## config.mk

```make
export PLATFORM = sky130hd
export DESIGN_NAME = fib_arbiter
export DESIGN_NICKNAME = d
export VERILOG_FILES = /design/src/rtl/fib_arbiter.sv
export SDC_FILE = /design/constraint.sdc
export NUM_CORES = 1
export LEC_CHECK = 0
export CORE_MARGIN = 2
export CORE_UTILIZATION = 35
export CTS_BUF_LIST = sky130_fd_sc_hd__clkbuf_4 sky130_fd_sc_hd__clkbuf_8 sky130_fd_sc_hd__clkbuf_16
export DETAILED_ROUTE_END_ITERATION = 10
export GPL_TIMING_DRIVEN = 0
export PLACE_DENSITY = 0.73
export SLEW_MARGIN = 0
export SYNTH_ARGS = -nofsm -noshare
export SYNTH_HDL_FRONTEND = slang
export SYNTH_SLANG_ARGS = --single-unit
```

## constraint.sdc

```tcl
create_clock -name clk -period 2.2 [get_ports clk]
set_input_delay 0.44 -clock clk [delete_from_list [all_inputs] [get_ports clk]]
set_output_delay 0.44 -clock clk [all_outputs]
set_load 0.005 [all_outputs]
```

## src/rtl/fib_arbiter.sv

```systemverilog
// Round-robin front end sharing one Fibonacci calculator among NREQ requesters.
// Optional WAIT watchdog enabled by defining FIB_ARB_TIMEOUT_EN.
module fib_arbiter #(
   parameter int NREQ    = 4,
   parameter int TIMEOUT = 32
) (
   input  logic              clk,
   input  logic              reset,
   input  logic [NREQ-1:0]   req_valid,
   input  logic [NREQ*5-1:0] req_n,
   output logic [NREQ-1:0]   req_ready,
   output logic [NREQ-1:0]   rsp_valid,
   input  logic [NREQ-1:0]   rsp_ready,
   output logic [15:0]       rsp_data,
   output logic              rsp_err,
   output logic              busy,
   output logic              calc_reset,
   output logic              calc_begin,
   output logic [4:0]        calc_input,
   input  logic              calc_done,
   input  logic [15:0]       calc_out
);

   localparam int IW = (NREQ > 1) ? $clog2(NREQ) : 1;

   typedef enum logic [2:0] {
      S_IDLE,
      S_CLEAR,
      S_START,
      S_WAIT,
      S_RESP
   } state_t;

   state_t        state_q, state_d;
   logic [IW-1:0] owner_q, owner_d;
   logic [IW-1:0] last_q, last_d;
   logic [4:0]    n_q, n_d;
   logic [15:0]   data_q, data_d;
   logic          err_q, err_d;

`ifdef FIB_ARB_TIMEOUT_EN
   localparam int CW = $clog2(TIMEOUT + 1);
   logic [CW-1:0] cnt_q, cnt_d;
`endif

   logic          pick_vld;
   logic [IW-1:0] pick_idx;
   logic [4:0]    pick_n;
   logic          n_ok;

   // Search starts one past the last winner so a winner goes to the back.
   always_comb begin
      int cand;
      cand     = 0;
      pick_vld = 1'b0;
      pick_idx = '0;
      for (int k = 1; k <= NREQ; k++) begin
         cand = int'(last_q) + k;
         if (cand >= NREQ) begin
            cand = cand - NREQ;
         end
         if (!pick_vld && req_valid[cand]) begin
            pick_vld = 1'b1;
            pick_idx = IW'(cand);
         end
      end
   end

   assign pick_n = req_n[int'(pick_idx)*5 +: 5];
   assign n_ok   = (pick_n != 5'd0) && (pick_n <= 5'd24);

   always_ff @(posedge clk) begin
      if (reset) begin
         state_q <= S_IDLE;
         owner_q <= '0;
         last_q  <= IW'(NREQ - 1);
         n_q     <= '0;
         data_q  <= '0;
         err_q   <= 1'b0;
`ifdef FIB_ARB_TIMEOUT_EN
         cnt_q   <= '0;
`endif
      end else begin
         state_q <= state_d;
         owner_q <= owner_d;
         last_q  <= last_d;
         n_q     <= n_d;
         data_q  <= data_d;
         err_q   <= err_d;
`ifdef FIB_ARB_TIMEOUT_EN
         cnt_q   <= cnt_d;
`endif
      end
   end

   always_comb begin
      state_d    = state_q;
      owner_d    = owner_q;
      last_d     = last_q;
      n_d        = n_q;
      data_d     = data_q;
      err_d      = err_q;
      req_ready  = '0;
      rsp_valid  = '0;
      calc_begin = 1'b0;
      calc_input = '0;
`ifdef FIB_ARB_TIMEOUT_EN
      cnt_d      = cnt_q;
`endif
      unique case (state_q)
         S_IDLE: begin
            if (pick_vld && !reset) begin
               req_ready[pick_idx] = 1'b1;
               owner_d = pick_idx;
               last_d  = pick_idx;
               n_d     = pick_n;
               if (n_ok) begin
                  state_d = S_CLEAR;
               end else begin
                  data_d  = '0;
                  err_d   = 1'b1;
                  state_d = S_RESP;
               end
            end
         end
         S_CLEAR: begin
            calc_input = n_q;
            state_d    = S_START;
         end
         S_START: begin
            calc_begin = 1'b1;
            calc_input = n_q;
            state_d    = S_WAIT;
`ifdef FIB_ARB_TIMEOUT_EN
            cnt_d      = '0;
`endif
         end
         S_WAIT: begin
            calc_input = n_q;
            if (calc_done) begin
               data_d  = calc_out;
               err_d   = 1'b0;
               state_d = S_RESP;
            end
`ifdef FIB_ARB_TIMEOUT_EN
            else if (cnt_q == CW'(TIMEOUT - 1)) begin
               data_d  = '0;
               err_d   = 1'b1;
               state_d = S_RESP;
            end else begin
               cnt_d = cnt_q + CW'(1);
            end
`endif
         end
         S_RESP: begin
            rsp_valid[owner_q] = 1'b1;
            if (rsp_ready[owner_q]) begin
               state_d = S_IDLE;
            end
         end
         default: begin
            state_d = S_IDLE;
         end
      endcase
   end

   assign calc_reset = reset | (state_q == S_CLEAR);
   assign busy       = (state_q != S_IDLE);
   assign rsp_data   = data_q;
   assign rsp_err    = err_q;

endmodule
```

==> results.md, run 1 <==
* Post-route setup TNS at 0 ps
* Netlist cell types at 36
* Seq cells post-synth at 29
* Top FF cell, synth: dfxtp_1
* RePlAce Congestion at 0.754
* Starting Density at 0.360
* Final nets at 358
* Skew-Pair Late Insertion Delay at 280 ps
* Buf+Inv Stages, Crit Path at 3
* Reg clk slew, reported paths at 70 ps
* Buffers added on ports at 79
* Family with the most delay on the worst path: multiplexers
* Post-layout minimum cycle time at 2160 ps
* Core box area at around 0.0047 mm2
* Diode count at 0
* Clock Skew at 6.80 ps
* Via density at 5.23
* Final setup vio count at 0
* Slew margin rel. at 0.671
* Via count at 1,914
* Pin count of the biggest net entering global routing at 11
* Hold Crit Depth at 2
* Clk sinks at 29
* Seq/Total Area, Yosys at 0.344
* Die Y at 73.5 um
* Cell Chain, Critical Path: nand2b_4 > o221a_4 > buf_12 > buf_4 > mux2i_1 > mux2_2 > mux2i_4 > buf_6 > o21ai_1
* Remaining Overflow, GRT at 0
* Worst hold slack at ~480 ps
* CP Launch Type: register
* Reg-to-Reg End: rsp_data[11]$_SDFFE_PP0P_
* First-pass GRT wire length at roughly 8200 um
* Vias in the first global route at approximately 1,800
* Yosys Warn Count at 0
* Pre-Repair DR Iteration Count at 4
* Hold wc startpoint: rsp_data[6]$_SDFFE_PP0P_
* CTS tree: built
* DRC viols at 0
* Post-Synthesis Cells at around 210
* Number of flops mapped to enable cells by yosys at 0
* Hold-fix buffers, CTS at 0
* Area Growth Syn to Fin at 75.0%
* DRT Wirelength at 5220 um
* First DRT Iteration DRCs at around 140
* Reg2reg setup slack at ~40 ps
* Post-Synthesis Net Count at between 200 and 300
* ANT nets after route at 0
* R2R Path Start: last_q[0]$_SDFFE_PP1P_
* Fin crit share at 0.982
* Max Fanout on Critical Path at 8
* Slowest stage cell, crit path: dfxtp_4
* WS Path Type: reg2reg
* Run status: finished, final reports clean
* Final core utilization at 0.630
* Longest Clk Path Bufs at 2
* Peak supply drop at 0.463 mV
* Initial antenna violation count at 0
* Max H-tree Level at 2
* Die extent in x at 73.5 um
* Share of cells above drive strength 1 at 0.260
* Fmax at 463 MHz
* Wirelength per Cell at 14.2 um
* Hold WC Path Type: reg2reg
* # rows at 25
* Slowest Stage Delay on Critical Path at 360 ps
* Static leakage power at 1.17 nW
* Worst R2R Path Depth at 9
* Post-route cell area at 0.00296 mm2
* Critical path required time at between 2000 and 2500 ps
* Final Hold Vio Count at 0
* Final Non-Filler Cells at 366
* Ys async rst share at 0
* Final Max Tran Viols at 0
* Critical path endpoint category: register
* Worst hold endpoint: rsp_data[6]$_SDFFE_PP0P_
* Max-Cap Viols at 0
* Mapped Area at 0.00169 mm2
* Pwr dens at 989 mW/mm2
* GR Util All Layers at 0.193
* Die area at 0.00540 mm2
* Dpl cell area at 0.00255 mm2
* Slew @ Worst Pin at between 400 and 500 ps
* RSZ-0062 raised after global routing: true
* Num CTS Buffers at 5
* IO Pins at 80
* Critical Path AT at between 2000 and 2500 ps
* CTS root buffer: clkbuf_8
* DP HPWL at ~3600 um
* Syn avg cell area at 8.20 um2
* Cells after DPL at 339
==> how the worst max path moves through the flow <==
stage / start / to / slack, ps / depth (start not counted)
finish: last_q[0]$_SDFFE_PP1P_ / rsp_data[11]$_SDFFE_PP0P_ / 40 / 9
detailed placement: req_valid[3] / req_ready[2] / -1060 / 7
CTS: last_q[0]$_SDFFE_PP1P_ / req_ready[0] / 0.06 / 7
global placement: req_valid[3] / req_ready[2] / -1030 / 7
global route: last_q[0]$_SDFFE_PP1P_ / rsp_data[11]$_SDFFE_PP0P_ / -8 / 9
floorplan: req_valid[3] / rsp_data[10]$_SDFFE_PP0P_ / 20 / 7
==> through the flow <==
| step | power, W | worst slack [ps] |
|---|---|---|
| floorplan | 0.00150 | 17.5 |
| finish | 0.00292 | 39.7 |
| CTS | 0.00276 | 0.0556 |
| global placement | 0.00199 | -1030 |
| detailed placement | 0.00201 | -1060 |
| global route | 0.00310 | -8.16 |
==> routing by layer <==
layer  part of all wire  track usage
met2               0.48        0.323
met4              0.012       0.0424
met1               0.45        0.250
met5                  0            0
met3              0.055       0.0494
==> timing repair <==
action	in CTS	in global routing
pin swaps	5	6
buffers inserted	10	9
cloned	1	0
resized for setup	58	34
setup endpoints to repair	35	32
==> placed cells by master (no fill, tap or decap), types with 3 or more instances in the layout <==
master           instances
and2_1                   5
mux2_2                   6
a21oi_1                  3
buf_2                    4
clkdlybuf4s50_1         70
a2bb2oi_1               16
o21ai_1                  8
clkbuf_8                 7
nand2_1                 32
mux2i_1                 11
nor3_1                   5
nor2_1                  12
clkbuf_2                 4
o21ai_2                  4
buf_12                   3
dfxtp_1                 25
nand3b_1                 6
clkbuf_1                 3
buf_6                    3
buf_4                   16
o21ai_0                 18
==> cell type report <==
cell class              instances  area (um2)
clock inverters                 2        10.0
fillers                       403        1740
plain buffers                  10        95.1
flip-flops and latches         29         591
multi-input cells             163        1160
well taps                      54        67.6
clock buffers                   6        76.3
inverters                       3        11.3
repair buffers                 99         945
==> sequential cells by signal, summed over array words and instances (netlist names) <==
signal / flops
state_q: 3
n_q: 5
last_q: 2
owner_q: 2
rsp_err: 1
rsp_data: 16
==> cells in the mapped netlist, drive strengths merged (2+ instances only) <==
cell	n	area, um2
nand2	34	128
o21ai	30	150
dfxtp	29	581
a2bb2oi	16	140
nor2	16	60.1
mux2i	14	153
clkbuf	8	30.0
nor3	7	35.0
and2	6	37.5
mux2	6	67.6
nand3b	6	45.0
a21oi	5	25.0
buf	3	27.5
inv	3	11.3
nor2b	3	26.3
nand2b	2	12.5
nand3	2	10.0
nor3b	2	15.0
==> logic make-up (layout without fill, tap and decap cells) <==
group	after synthesis	in the layout	synth area share
mux	21	21	0.144
buf+inv	14	120	0.0407
compound gates	60	60	0.237
simple gates	82	82	0.235
flops	29	29	0.344
==> power by group <==
part	leakage (nW)	internal, W	switching, W
logic	0.885	0.000966	0.000730
registers	0.238	0.000665	0.000126
clock network	0.0484	0.000231	0.000205
==> worst reg2reg max path, stage by stage (launching register included) <==
cell,delay (ps)
dfxtp_4,360
nand2b_4,150
o221a_4,320
buf_12,150
buf_4,140
mux2i_1,110
mux2_2,290
mux2i_4,280
buf_6,190
o21ai_1,70
Note: power is estimated with default switching activity, not from simulation.
==> run 2, diff against run 1 <==
- CORE_UTILIZATION: 35 -> 37
- PLACE_DENSITY: 0.73 -> 0.76
==> run 2 against run 1 <==
- routed wire length is 2.5% higher
- critical path type unchanged
- largest power group unchanged
- register-to-register slack hardly changed
- count of clock-buffer cells in the layout stayed put
- sequential cell count stayed put
- maximum frequency is 0.25% lower
- global-route usage is 1.8 points higher
- critical path depth stayed put
- largest cell class unchanged
==> results.md, run 2 (synthesis gave the netlist of run 1 again) <==
* Critical path required time at 2360 ps (about the same)
* Worst R2R Path Depth at 9 (unchanged)
* ANT nets after route at 0 (unchanged)
* Num CTS Buffers at 5 (unchanged)
* Final nets at 360 (+0.56%)
* Die area at 0.00512 mm2 (-5.1%)
* Share of cells above drive strength 1 at 0.258 (-0.00165)
* Worst hold slack at 480 ps (+0.767 ps)
* Remaining Overflow, GRT at 0 (unchanged)
* Max H-tree Level at 2 (unchanged)
* GR Util All Layers at 0.211 (+0.0179)
* Most common cell after layout, fill and taps aside: clkdlybuf4s50_1
* Die extent in x at 71.6 um (-2.6%)
* Critical Path AT at 2320 ps (about the same)
* IO Pins at 80 (unchanged)
* Dpl cell area at 0.00254 mm2 (about the same)
* Area Growth Syn to Fin at 74.8% (about the same)
* Clk sinks at 29 (unchanged)
* CTS root buffer: clkbuf_8
* Starting Density at 0.385 (+0.0253)
* Max-Cap Viols at 0 (unchanged)
* Slew @ Worst Pin at 514 ps (+21.6 ps)
* First-pass GRT wire length at 8630 um (+5.6%)
* Run status: finished, final reports clean
* Final setup vio count at 0 (unchanged)
* Fmax at 462 MHz (-0.25%)
* Fill count at 345 (-14%)
* Post-route cell area at 0.00295 mm2 (about the same)
* Gate power share at 0.581 (about the same)
* Slowest Stage Delay on Critical Path at 380 ps (+20 ps)
* Fin crit share at 0.984 (+0.00247)
* Final Hold Vio Count at 0 (unchanged)
* Wirelength per Cell at 14.6 um (+2.5%)
* Most used cell, CP: buf_6
* Flop pwr share at 0.272 (about the same)
* Via density at 5.35 (+2.3%)
* Final core utilization at 0.674 (+0.0436)
* Skew-Pair Late Insertion Delay at 280 ps (about the same)
* Family with the most delay on the worst path: multiplexers
* Pwr dens at 988 mW/mm2 (-0.13%)
* Slew margin rel. at 0.658 (-0.0132)
* Peak supply drop at 0.421 mV (-9.1%)
* WS Path Type: reg2reg
* DRC viols at 0 (unchanged)
* Pre-Repair DR Iteration Count at 4 (unchanged)
* DP HPWL at 3600 um (+0.25%)
* Hold WC Path Type: reg2reg
* RePlAce Congestion at 0.762 (+1.0%)
* Clock power share at 0.147 (-0.002)
* # rows at 24 (-4.0%)
* Cells after DPL at 337 (-0.59%)
* Net Sw Power at 0.00106 W (+0.19%)
* Reg clk slew, reported paths at 60 ps (about the same)
* Cell Chain, Critical Path: nand2b_4 > o221a_4 > buf_8 > buf_6 > mux2i_1 > mux2i_2 > mux2i_4 > buf_6 > o21ai_0
* CP Launch Type: register
* Hold-fix buffers, CTS at 0 (unchanged)
* Number of flip-flops in the largest register at 16 (unchanged)
* Buf+Inv Stages, Crit Path at 3 (unchanged)
* Int Power at 0.00185 W (-0.45%)
* Static leakage power at 1.18 nW (+0.58%)
* Max Fanout on Critical Path at 9 (+1)
* Final Max Tran Viols at 0 (unchanged)
* CP Launch Point: last_q[0]$_SDFFE_PP1P_
* Hold Crit Depth at 2 (unchanged)
* Post-layout minimum cycle time at 2170 ps (+5.43 ps)
* DRT Wirelength at 5340 um (+2.5%)
* Slowest stage cell, crit path: mux2i_4
* Longest Clk Path Bufs at 2 (unchanged)
* Initial antenna violation count at 0 (unchanged)
* Diode count at 0 (unchanged)
* Buffers added on ports at 79 (unchanged)
* Hold wc startpoint: rsp_data[11]$_SDFFE_PP0P_
* Pin count of the biggest net entering global routing at 11 (unchanged)
* Critical path endpoint category: register
* RSZ-0062 raised after global routing: true
* Vias in the first global route at 1,872 (+4.3%)
* Final Non-Filler Cells at 366 (unchanged)
* Switching Fraction at 0.364 (+0.00148)
* First DRT Iteration DRCs at 104 (-24%)
* Via count at 1,958 (+2.3%)
* R2R Path Start: last_q[0]$_SDFFE_PP1P_
* Most frequent cells in the layout: 70 x clkdlybuf4s50_1, 32 x nand2_1, 25 x dfxtp_1, 21 x o21ai_0
* Clock Skew at 6.03 ps (-0.769 ps)
* Crit path depth at 9 (unchanged)
* Core box area at 0.00438 mm2 (-6.6%)
* Die Y at 71.6 um (-2.6%)
* CTS tree: built
run 2: cell count changes in the layout (fill, tap and decap cells not counted), sizes merged:
cell	before	now
clkbuf	15	14
buf	27	30
run 2: area by class of cell:
| type | count | area, um2 | area share |
|---|---|---|---|
| Inverter | 3 | 11.3 | 0.00381 |
| Timing Repair Buffer | 100 | 946 | 0.320 |
| Buffer | 11 | 104 | 0.0352 |
| Clock buffer | 6 | 76.3 | 0.0258 |
| Tap cell | 52 | 65.1 | 0.0220 |
| Multi-Input combinational cell | 163 | 1150 | 0.390 |
| Clock inverter | 2 | 10.0 | 0.00339 |
| Sequential cell | 29 | 588 | 0.199 |
run 2: per-layer routing:
metal  GRT usage  up-vias  wire length, um
li1            -      961                -
met1       0.275      927             2330
met2       0.348       57             2600
met3      0.0422       13              295
met4      0.0755        0              116
met5           0        -                0
run 2: path summary, 6_finish.rpt:
kind | endpoint | slack, ps
max | rsp_data[4]$_SDFFE_PP0P_ | 30
min | rsp_data[11]$_SDFFE_PP0P_ | 480
min reg2reg | rsp_data[11]$_SDFFE_PP0P_ | 480
max reg2reg | rsp_data[4]$_SDFFE_PP0P_ | 30
run 2: timing repair:
action,in CTS,in global routing
setup endpoints to repair,33,31
gates cloned,1,0
setup buffers,17,3
endpoints found under the hold margin,0,0
resized for setup,64,25
pin swaps,5,5
run 2: tightest hold or removal path, stage by stage (launching register included):
cell and delay [ps]:
dfxtp_1 310, nand2_1 70, o21ai_1 50
run 2: through the flow:
stage | TNS (ps) | power [W] | setup WS, ps
after floorplan | 0 | 0.00150 | 17.5
after global placement | -18400 | 0.00198 | -1000
after detailed placement | -18720 | 0.00200 | -1010
after CTS | 0 | 0.00279 | 1.96
after global routing | -444 | 0.00310 | -48.3
final | 0 | 0.00292 | 34.3
run 2: power by group through the flow:
stage	sequential [W]	clock, W	combinational, W
final	0.000794	0.000430	0.00169
after global routing	0.000814	0.000458	0.00182
after CTS	0.000777	0.000435	0.00158
after detailed placement	0.000770	0	0.00123
after global placement	0.000764	0	0.00122
after floorplan	0.000749	0	0.000755
